[src/rtl/regfile_pkg.sv]
// Shared constants and helpers for the register file and its busy scoreboard.
package regfile_pkg;

  localparam int XLEN_DEF = 32;
  localparam int NREG_DEF = 32;
  localparam int NRD_DEF  = 2;
  localparam int NWR_DEF  = 2;

  // Address width for a register count; at least one bit so a 1-entry file still has a port.
  function automatic int calc_aw(input int nreg);
    return (nreg > 1) ? $clog2(nreg) : 1;
  endfunction

endpackage

[src/rtl/regfile_sb.sv]
// Busy-bit scoreboard: tracks registers reserved by issue and awaiting a write,
// decides whether a new reservation may be accepted, and keeps a registered
// count of busy registers. Register 0 is never busy.
module regfile_sb
  import regfile_pkg::*;
#(
  parameter  int NREG = NREG_DEF,
  parameter  int NWR  = NWR_DEF,
  localparam int AW   = calc_aw(NREG)
) (
  input  logic              clk,
  input  logic              rst_n,
  input  logic [NWR-1:0]    wr_en,
  input  logic [NWR*AW-1:0] wr_addr,
  input  logic              rsv_en,
  input  logic [AW-1:0]     rsv_addr,
  input  logic              flush,
  output logic [NREG-1:0]   busy,
  output logic              rsv_ok,
  output logic [AW:0]       busy_cnt
);

  localparam logic [NREG-1:0] R0_MASK = {{(NREG-1){1'b1}}, 1'b0};

  logic [NREG-1:0] busy_r;
  logic [NREG-1:0] busy_nxt_s;
  logic [NREG-1:0] wr_hit_s;
  logic [NREG-1:0] rsv_set_s;
  logic            rsv_ok_s;
  logic [AW:0]     cnt_nxt_s;
  logic [AW:0]     busy_cnt_r;

  // Which registers receive a write this cycle (register 0 writes are dropped).
  always_comb begin
    wr_hit_s = '0;
    for (int j = 0; j < NWR; j++) begin
      for (int r = 0; r < NREG; r++) begin
        wr_hit_s[r] = wr_hit_s[r] | (wr_en[j] && (wr_addr[j*AW +: AW] == AW'(r)));
      end
    end
    wr_hit_s = wr_hit_s & R0_MASK;
  end

  // Reservation is accepted unless the target is still waiting on an earlier write.
  always_comb begin
    rsv_ok_s  = rst_n && rsv_en && !flush &&
                ((rsv_addr == {AW{1'b0}}) || !busy_r[rsv_addr] || wr_hit_s[rsv_addr]);
    rsv_set_s = {{(NREG-1){1'b0}}, rsv_ok_s} << rsv_addr;
  end

  // Next busy vector: writes clear, a new reservation sets (and wins), flush clears all.
  always_comb begin
    if (flush) begin
      busy_nxt_s = '0;
    end else begin
      busy_nxt_s = ((busy_r & ~wr_hit_s) | rsv_set_s) & R0_MASK;
    end
  end

  // Population count of the next busy vector.
  always_comb begin
    cnt_nxt_s = '0;
    for (int r = 0; r < NREG; r++) begin
      cnt_nxt_s = cnt_nxt_s + {{AW{1'b0}}, busy_nxt_s[r]};
    end
  end

  // Busy bits and busy count registers.
  always_ff @(posedge clk or negedge rst_n) begin
    if (!rst_n) begin
      busy_r     <= '0;
      busy_cnt_r <= '0;
    end else begin
      busy_r     <= busy_nxt_s;
      busy_cnt_r <= cnt_nxt_s;
    end
  end

  assign busy     = busy_r;
  assign busy_cnt = busy_cnt_r;
  assign rsv_ok   = rsv_ok_s;

endmodule

[src/rtl/regfile.sv]
// Multi-ported register file with a write-after-write busy scoreboard.
// Reads are combinational; writes land in storage at the next rising edge,
// with the highest-indexed write port winning on an address clash.
// Register 0 reads as zero and is never written or marked busy.
// Optional feature: define REGFILE_BYPASS_EN to forward same-cycle write data
// to the read ports and hide the busy bit of a register being written.
module regfile
  import regfile_pkg::*;
#(
  parameter  int XLEN = XLEN_DEF,
  parameter  int NREG = NREG_DEF,
  parameter  int NRD  = NRD_DEF,
  parameter  int NWR  = NWR_DEF,
  localparam int AW   = calc_aw(NREG)
) (
  input  logic                clk,
  input  logic                rst_n,
  input  logic [NRD*AW-1:0]   rd_addr,
  output logic [NRD*XLEN-1:0] rd_data,
  output logic [NRD-1:0]      rd_busy,
  input  logic [NWR-1:0]      wr_en,
  input  logic [NWR*AW-1:0]   wr_addr,
  input  logic [NWR*XLEN-1:0] wr_data,
  input  logic                rsv_en,
  input  logic [AW-1:0]       rsv_addr,
  output logic                rsv_ok,
  input  logic                flush,
  output logic [AW:0]         busy_cnt
);

  logic [XLEN-1:0]     mem_r     [NREG];
  logic [XLEN-1:0]     mem_nxt_s [NREG];
  logic [NREG-1:0]     busy_s;
  logic [NRD*XLEN-1:0] rd_data_s;
  logic [NRD-1:0]      rd_busy_s;

  regfile_sb #(
    .NREG (NREG),
    .NWR  (NWR)
  ) u_sb (
    .clk      (clk),
    .rst_n    (rst_n),
    .wr_en    (wr_en),
    .wr_addr  (wr_addr),
    .rsv_en   (rsv_en),
    .rsv_addr (rsv_addr),
    .flush    (flush),
    .busy     (busy_s),
    .rsv_ok   (rsv_ok),
    .busy_cnt (busy_cnt)
  );

  // Storage next state: later ports are applied last so the highest index wins.
  always_comb begin
    mem_nxt_s = mem_r;
    for (int j = 0; j < NWR; j++) begin
      for (int r = 1; r < NREG; r++) begin
        mem_nxt_s[r] = (wr_en[j] && (wr_addr[j*AW +: AW] == AW'(r))) ?
                       wr_data[j*XLEN +: XLEN] : mem_nxt_s[r];
      end
    end
    mem_nxt_s[0] = '0;
  end

  // Storage registers.
  always_ff @(posedge clk or negedge rst_n) begin
    if (!rst_n) begin
      for (int r = 0; r < NREG; r++) begin
        mem_r[r] <= '0;
      end
    end else begin
      for (int r = 0; r < NREG; r++) begin
        mem_r[r] <= mem_nxt_s[r];
      end
    end
  end

  // Read ports: stored value and busy bit, optionally overridden by a same-cycle write.
  always_comb begin
    rd_data_s = '0;
    rd_busy_s = '0;
    for (int i = 0; i < NRD; i++) begin
      rd_data_s[i*XLEN +: XLEN] = mem_r[rd_addr[i*AW +: AW]];
      rd_busy_s[i]              = rst_n & busy_s[rd_addr[i*AW +: AW]];
`ifdef REGFILE_BYPASS_EN
      for (int j = 0; j < NWR; j++) begin
        rd_data_s[i*XLEN +: XLEN] =
          (wr_en[j] && (wr_addr[j*AW +: AW] == rd_addr[i*AW +: AW]) &&
           (rd_addr[i*AW +: AW] != {AW{1'b0}})) ?
          wr_data[j*XLEN +: XLEN] : rd_data_s[i*XLEN +: XLEN];
        rd_busy_s[i] = rd_busy_s[i] &
          ~(wr_en[j] && (wr_addr[j*AW +: AW] == rd_addr[i*AW +: AW]));
      end
`else
      rd_busy_s[i] = rd_busy_s[i];
`endif
    end
  end

  assign rd_data = rd_data_s;
  assign rd_busy = rd_busy_s;

endmodule
[config.mk]
export PLATFORM = sky130hd
export DESIGN_NAME = regfile
export DESIGN_NICKNAME = d
export VERILOG_FILES = /design/src/rtl/regfile_pkg.sv /design/src/rtl/regfile_sb.sv /design/src/rtl/regfile.sv
export SDC_FILE = /design/constraint.sdc
export NUM_CORES = 2
export LEC_CHECK = 0
export ABC_AREA = 0
export CAP_MARGIN = 40
export CORE_UTILIZATION = 45
export CTS_BUF_LIST = sky130_fd_sc_hd__clkbuf_8
export DETAILED_ROUTE_END_ITERATION = 6
export PLACE_DENSITY = 0.61
export SYNTH_ARGS = -nofsm -noshare
export SYNTH_HDL_FRONTEND = slang
export SYNTH_SLANG_ARGS = --single-unit
[constraint.sdc]
create_clock -name clk -period 11.1 [get_ports clk]
set_input_delay 2.22 -clock clk [delete_from_list [all_inputs] [get_ports clk]]
set_output_delay 2.22 -clock clk [all_outputs]
set_load 0.05 [all_outputs]
# Word level (Yosys, flattened, before mapping)
# Cells that the tools add are included.
# W data, S select, Z words.
classes:
  addsub: 31
  magnitude_cmp: 5
  n_eq_ne: 62
  shifts: 1
  n_mux: 77
  n_bitwise: 38
  reduce_logical: 101
op_table:
  columns: ["op", "n"]
  rows:
  - ["$mux W32", 67]
  - ["$bmux W32 S5", 2]
  - ["$add A6 B1 Y6", 29]
  - ["$eq A5 B5 Y1 const B", 32]
  - ["$eq A5 B4 Y1 const B", 16]
  - ["$logic_and A1 B1 Y1", 65]
  - ["$reduce_bool A2 Y1", 31]
  - ["$eq A5 B3 Y1 const B", 8]
  - ["$and A32 B32 Y32", 1]
  - ["$not A32 Y32", 1]
  - ["$or A32 B32 Y32", 1]
  - ["$shl A1 B5 Y32", 1]
  - ["$or A1 B1 Y1", 31]
  - ["$bmux W1 S5", 4]
  - ["$eq A5 B2 Y1 const B", 4]
  - ["$lt A5 B6 Y1 const B", 3]
  - ["$ge A6 B6 Y1 const B", 2]
  - ["$not A5 Y6", 2]
  - ["$eq A5 B1 Y1 const B", 2]
  - ["$logic_not A5 Y1", 1]
  - ["$mux W1", 4]
  - ["$add A2 B1 Y3", 1]
  - ["$add A1 B1 Y2", 1]
  - ["$and A1 B1 Y1", 2]
  - ["2 further kinds", 4]
totals:
  register_bits: 1030
  input_bits: 95
  word_cells: 348

# Depth between registers and ports, before layout
logic_depth:
  word_depth: 41
  ltp_mapped: 27
  mapped_depth_nobuf: 24

# Modules after synthesis
# From an unflattened synthesis, not the netlist that was laid out.
unflattened:
  cells_unflattened: 6195
  hier_area_um2: 66939.2
modules_own_cells:
  columns: ["module", "n_inst", "cells_per_inst", "area_per_inst_um2"]
  rows:
  - ["regfile", 1, 5818, 63176.8]
  - ["regfile_sb", 1, 377, 3762.4]

# Worst setup path before layout
# OpenSTA, ideal clock, no wires.
synth_timing:
  kind: "input -> register"
  start: "input port wr_addr[5]"
  end: "register u_sb.busy_cnt_r[4], in the netlist u_sb.busy_cnt[4]"
  setup_time_ns: 0.080
  arrival_time_ns: 8.594
  required_time_ns: 11.020
  path_slack_ns: 2.427
  stages: 25
  path_cell_list: "buf_2 and2_4 buf_6 nand2_2 o21ai_1 mux4_2 o211a_1 o41ai_4 buf_6 o41ai_1 fa_1 inv_1 fa_1 inv_1 fa_1 inv_1 fa_1 fa_1 fa_1 inv_1 fa_1 fa_1 a21o_1 a21oi_1 xnor2_1"
synth_lines:
  columns: ["element", "line", "text"]
  rows:
  - ["start: declaration", "regfile.sv:22", "input logic [NWR*AW-1:0] wr_addr,"]
  - ["$eq A5 B1 Y1 (tied with other cells)", "regfile_sb.sv:38", "wr_hit_s[r] = wr_hit_s[r] | (wr_en[j] && (wr_addr[j*AW +: AW] == AW'(r)));"]
  - ["$logic_and A1 B1 Y1", "regfile_sb.sv:38", null]
  - ["$or A1 B1 Y1", "regfile_sb.sv:38", null]
  - ["$bmux W1 S5", "regfile_sb.sv:47", "((rsv_addr == {AW{1'b0}}) || !busy_r[rsv_addr] || wr_hit_s[rsv_addr]);"]
  - ["$mux W1 (implied by the code)", "regfile_sb.sv:47", null]
  - ["$logic_or A1 B1 Y1", "regfile_sb.sv:47", null]
  - ["$logic_and A1 B1 Y1", "regfile_sb.sv:46", "rsv_ok_s = rst_n && rsv_en && !flush &&"]
  - ["$shl A1 B5 Y32", "regfile_sb.sv:48", "rsv_set_s = {{(NREG-1){1'b0}}, rsv_ok_s} << rsv_addr;"]
  - ["$or A32 B32 Y32 *", "regfile_sb.sv:56", "busy_nxt_s = ((busy_r & ~wr_hit_s) | rsv_set_s) & R0_MASK;"]
  - ["$mux W32 *", "regfile_sb.sv:53", "if (flush) begin"]
  - ["via u_sb.busy_nxt_s[26]", "regfile_sb.sv:26", "logic [NREG-1:0] busy_nxt_s;"]
  - ["$add A6 B1 Y6 * (6 in a row)", "regfile_sb.sv:64", "cnt_nxt_s = cnt_nxt_s + {{AW{1'b0}}, busy_nxt_s[r]};"]
  - ["via u_sb.cnt_nxt_s[4]", "regfile_sb.sv:30", "logic [AW:0] cnt_nxt_s;"]
  - ["end signal: assignment", "regfile_sb.sv:75", "busy_cnt_r <= cnt_nxt_s;"]
  - ["end: declaration", "regfile_sb.sv:31", "logic [AW:0] busy_cnt_r;"]
# The timed path passes the listed nets; every way through them passes the cells marked *. The select of a mux whose other input is x is not followed.
# A chain may end at the register's enable or synchronous reset.

# Worst setup path in the final report
layout_timing:
  start: "input port wr_addr[0]"
  end: "register u_sb.busy_cnt_r[4], in the netlist u_sb.busy_cnt[4]"
layout_between:
  elab_chain_len: 41
layout_lines:
  columns: ["element", "line"]
  rows:
  - ["$eq A5 B1 Y1 (tied with other cells)", "regfile_sb.sv:38"]
  - ["$logic_and A1 B1 Y1", "regfile_sb.sv:38"]
  - ["$or A1 B1 Y1", "regfile_sb.sv:38"]
  - ["$bmux W1 S5", "regfile_sb.sv:47"]
  - ["$mux W1 (implied by the code)", "regfile_sb.sv:47"]
  - ["$logic_or A1 B1 Y1", "regfile_sb.sv:47"]
  - ["$logic_and A1 B1 Y1", "regfile_sb.sv:46"]
  - ["$shl A1 B5 Y32", "regfile_sb.sv:48"]
  - ["$or A32 B32 Y32 *", "regfile_sb.sv:56"]
  - ["$mux W32 *", "regfile_sb.sv:53"]
  - ["$add A1 B1 Y2", "regfile_sb.sv:64"]
  - ["$add A2 B1 Y3", "regfile_sb.sv:64"]
  - ["$add A6 B1 Y6 (28 in a row)", "regfile_sb.sv:64"]
  - ["$add A6 B1 Y6 *", "regfile_sb.sv:64"]
  - ["via u_sb.cnt_nxt_s[4]", "regfile_sb.sv:30"]
# Marked as above.

==> insert_results.sql <==
INSERT INTO impl_metrics (metric_group, metric, value, unit) VALUES
('setup_path', 'worstSetupStartpoint', 'wr_addr[0]', ''),
('setup_path', 'r2r.worst_path.cells', '21', ''),
('power_and_ir_drop', 'p_leak', '31.63', 'nW'),
('sta', 'finalWorstPathRequiredPeriod', '9.122', 'ns'),
('drt', 'route.detailed.drc', '32', ''),
('placed_design', 'dpl-instance-area', '0.07032', 'mm²'),
('setup_path', 'worst_setup_path_end_kind', 'flip-flop', ''),
('synth', 'async_reset_ff_share', '100.0', '%'),
('synth', 'yosysMostFrequentCell', 'dfrtp_1', ''),
('synth', 'synth_largest_type_area_fraction', '39.54', '%'),
('drt', 'finalWirelength', '241100', 'µm'),
('clock_tree', 'htree_levels', '4', ''),
('drt', 'postRouteAntennaNets', '0', ''),
('floorplan', 'row_count', '139', ''),
('hold_path', 'holdCritPathClass', 'reg2reg', ''),
('finish', 'final-instance-count-excl-fill', '7893', ''),
('placed_design', 'gpl.final_weighted_congestion', '0.9330', ''),
('sta', 'worst_slew_pin_slew', '1.071', 'ns'),
('placed_design', 'port_buffers', '167', ''),
('sta', 'achievable-frequency', '0.1096', 'GHz'),
('setup_path', 'r2r_setup_slack', '4.20', 'ns'),
('synth', 'synth_area', '0.06513', 'mm²'),
('sta', 'grt_setup_unrepaired', 'no', ''),
('floorplan', 'floorplan.die.height', '382.4', 'µm'),
('finish', 'finalCoreUtilization', '51.72', '%'),
('grt', 'overflow', '0', ''),
('sta', 'skew', '0.02423', 'ns'),
('sta', 'timing.final.crit_share', '82.18', '%'),
('sta', 'setup_viol', '0', ''),
('clock_tree', 'clock_insertion_delay_at_the_later_pin_of_the_skew_report', '0.94', 'ns'),
('grt', 'vias_in_the_first_global_route', '49723', ''),
('synth', 'yosysSeqAreaShare', '39.54', '%'),
('clock_tree', 'post_cts_buffers', '0', ''),
('setup_path', 'worst-endpoint-required', '11.95', 'ns'),
('setup_path', 'cp.arrival', '9.97', 'ns'),
('synth', 'netlist_instances', '5938', ''),
('drt', 'drt_pre_antenna_iters', '7', ''),
('synth', 'synth-seq-cells', '1029', ''),
('power_and_ir_drop', 'power-per-cell-area', '175.1', 'mW/mm²'),
('status', 'failed_checks', 'design-rule violations', ''),
('synth', 'syn_area_per_cell', '10.97', 'µm²'),
('grt', 'grtUsageTotal', '32.95', '%'),
('grt', 'grt_max_degree', '149', ''),
('status', 'run_status', 'complete, but fails checks', ''),
('placed_design', 'hpwl', '145200', 'µm'),
('finish', 'fraction_of_layout_instances_using_a_drive_strength_above_1', '22.61', '%'),
('finish', 'design_area', '0.07429', 'mm²'),
('floorplan', 'die_outline_area', '0.1463', 'mm²'),
('setup_path', 'timing.critical_path.slowest_cell_delay', '0.77', 'ns'),
('synth', 'post_synth_main_area_contributors', 'dfrtp_1, mux4_2, mux2i_1, nand2_1, o21ai_0', ''),
('synth', 'syn_nets', '6063', ''),
('clock_tree', 'clock_path_buffers', '3', ''),
('floorplan', 'io-pin-count', '168', ''),
('setup_path', 'critPathMaxFanout', '13', ''),
('drt', 'drtIter0Drc', '6018', ''),
('setup_path', 'crit_path_end', 'u_sb.busy_cnt[4]', ''),
('floorplan', 'initial_standard_cell_utilization_of_the_core', '45.34', '%'),
('setup_path', 'critical_path.slowest_cell', 'o41ai_4', ''),
('synth', 'synth.largest_area_cell', 'dfrtp_1', ''),
('floorplan', 'fp.coreArea', '0.1437', 'mm²'),
('grt', 'first_pass_grt_wire_length', '351600', 'µm'),
('drt', 'drt-wirelength-per-cell', '30.54', 'µm'),
('clock_tree', 'cts_inserted_buffers', '184', ''),
('sta', 'hold_violations_final', '0', ''),
('setup_path', 'critical_path_cell_sequence', 'clkdlybuf4s50_1, nand2b_1, o21ai_0, mux4_2, o211a_1, o41ai_4, buf_4, o31a_1, fa_1, fa_1, inv_1, fa_1, inv_1, fa_1, fa_1, fa_1, inv_1, fa_1, fa_1, a21o_1, a21oi_1, xnor2_1', ''),
('drt', 'dr_total_vias', '50805', ''),
('setup_path', 'setup.worst_path.class', 'in2reg', ''),
('floorplan', 'dieWidth', '382.4', 'µm'),
('setup_path', 'critical_path.startpoint_type', 'primary input', ''),
('sta', 'finalSetupTns', '0', 'ns'),
('finish', 'area_growth_syn_to_layout', '14.07', '%');
==> final cells by class <==
| cell class | count | area (µm²) |
|---|---|---|
| Sequential cell | 1029 | 25750 |
| Inverter | 29 | 108.9 |
| Fill cell | 12522 | 69360 |
| Multi-Input combinational cell | 4172 | 37010 |
| Timing Repair Buffer | 410 | 5072 |
| Antenna cell | 16 | 40.04 |
| Clock buffer | 226 | 3110 |
| Clock inverter | 108 | 818.3 |
| Tap cell | 1903 | 2381 |
==> worst min path at each step <==
stage | start | endpoint | cells past startpoint
after CTS | mem_r[542] | mem_r[542] | 2
after global placement | mem_r[529] | mem_r[529] | 2
after global routing | mem_r[520] | mem_r[520] | 2
after floorplan | mem_r[512] | mem_r[512] | 2
after detailed placement | mem_r[525] | mem_r[525] | 2
final | mem_r[531] | mem_r[531] | 2
==> cells in the final DEF, fill, tap and decap left out, types with 9 or more instances in the layout <==
master / count
nand2_1: 673
a31oi_1: 68
nand2b_1: 10
clkdlybuf4s50_1: 156
bufinv_16: 11
a21oi_1: 436
buf_8: 26
inv_1: 77
clkinv_2: 34
nand2_4: 27
diode_2: 16
nand4_1: 16
nor2b_1: 11
nor2_1: 492
dfrtp_1: 1029
mux2i_1: 928
nand3_1: 9
buf_12: 24
mux4_2: 602
mux2_2: 132
buf_4: 147
clkbuf_8: 226
buf_16: 55
fa_1: 23
o21ai_0: 518
o31ai_1: 9
nor2_4: 30
a22o_1: 65
==> cells by family (layout without fill, tap and decap cells) <==
logic type | after synthesis | after routing | synth area share (%)
compound gates | 1150 | 1150 | 9.659
buf+inv | 737 | 773 | 4.357
simple gates | 1323 | 1323 | 8.149
other cells | 0 | 16 | 0
fa+ha+maj | 30 | 30 | 0.8414
flops | 1029 | 1029 | 39.54
xor+xnor | 7 | 7 | 0.09414
mux | 1662 | 1662 | 37.36
==> power breakdown <==
group          total [mW]  internal, mW  switching (mW)
Clock                3.88          2.10            1.78
Sequential           5.45          4.72           0.727
Combinational        3.68          1.97            1.72
Total                13.0          8.79            4.22
==> sequential cells by signal, indices dropped and copies added (netlist names) <==
register       cells
mem_r            992
u_sb.busy         31
u_sb.busy_cnt      6
==> worst max-delay path: cells and delay by family <==
| family | cells | cell delay, ns |
|---|---|---|
| AOI/OAI and AO/OA | 6 | 1.77 |
| xor gates and xnor gates | 1 | 0.14 |
| adders and majority gates | 8 | 3.73 |
| buffers and inverters | 5 | 1.11 |
| muxes | 1 | 0.49 |
| and+or+nand+nor | 1 | 0.50 |
==> stage by stage <==
stage               power, mW  hold slack (ns)
floorplan               7.968           0.5245
global placement        8.936           0.5384
global route            13.59           0.5676
CTS                     13.02           0.5564
detailed placement      9.145           0.5465
finish                  13.01           0.5608
==> per-layer routing <==
metal / share of wire, % / vias up / global-route usage (%)
li1: - / 21552 / -
met1: 39 / 25535 / 43.50
met2: 46 / 2978 / 51.14
met3: 9.8 / 734 / 7.474
met4: 5.4 / 6 / 16.45
met5: 0.029 / - / 0
Power figures use the tool's default switching activity.
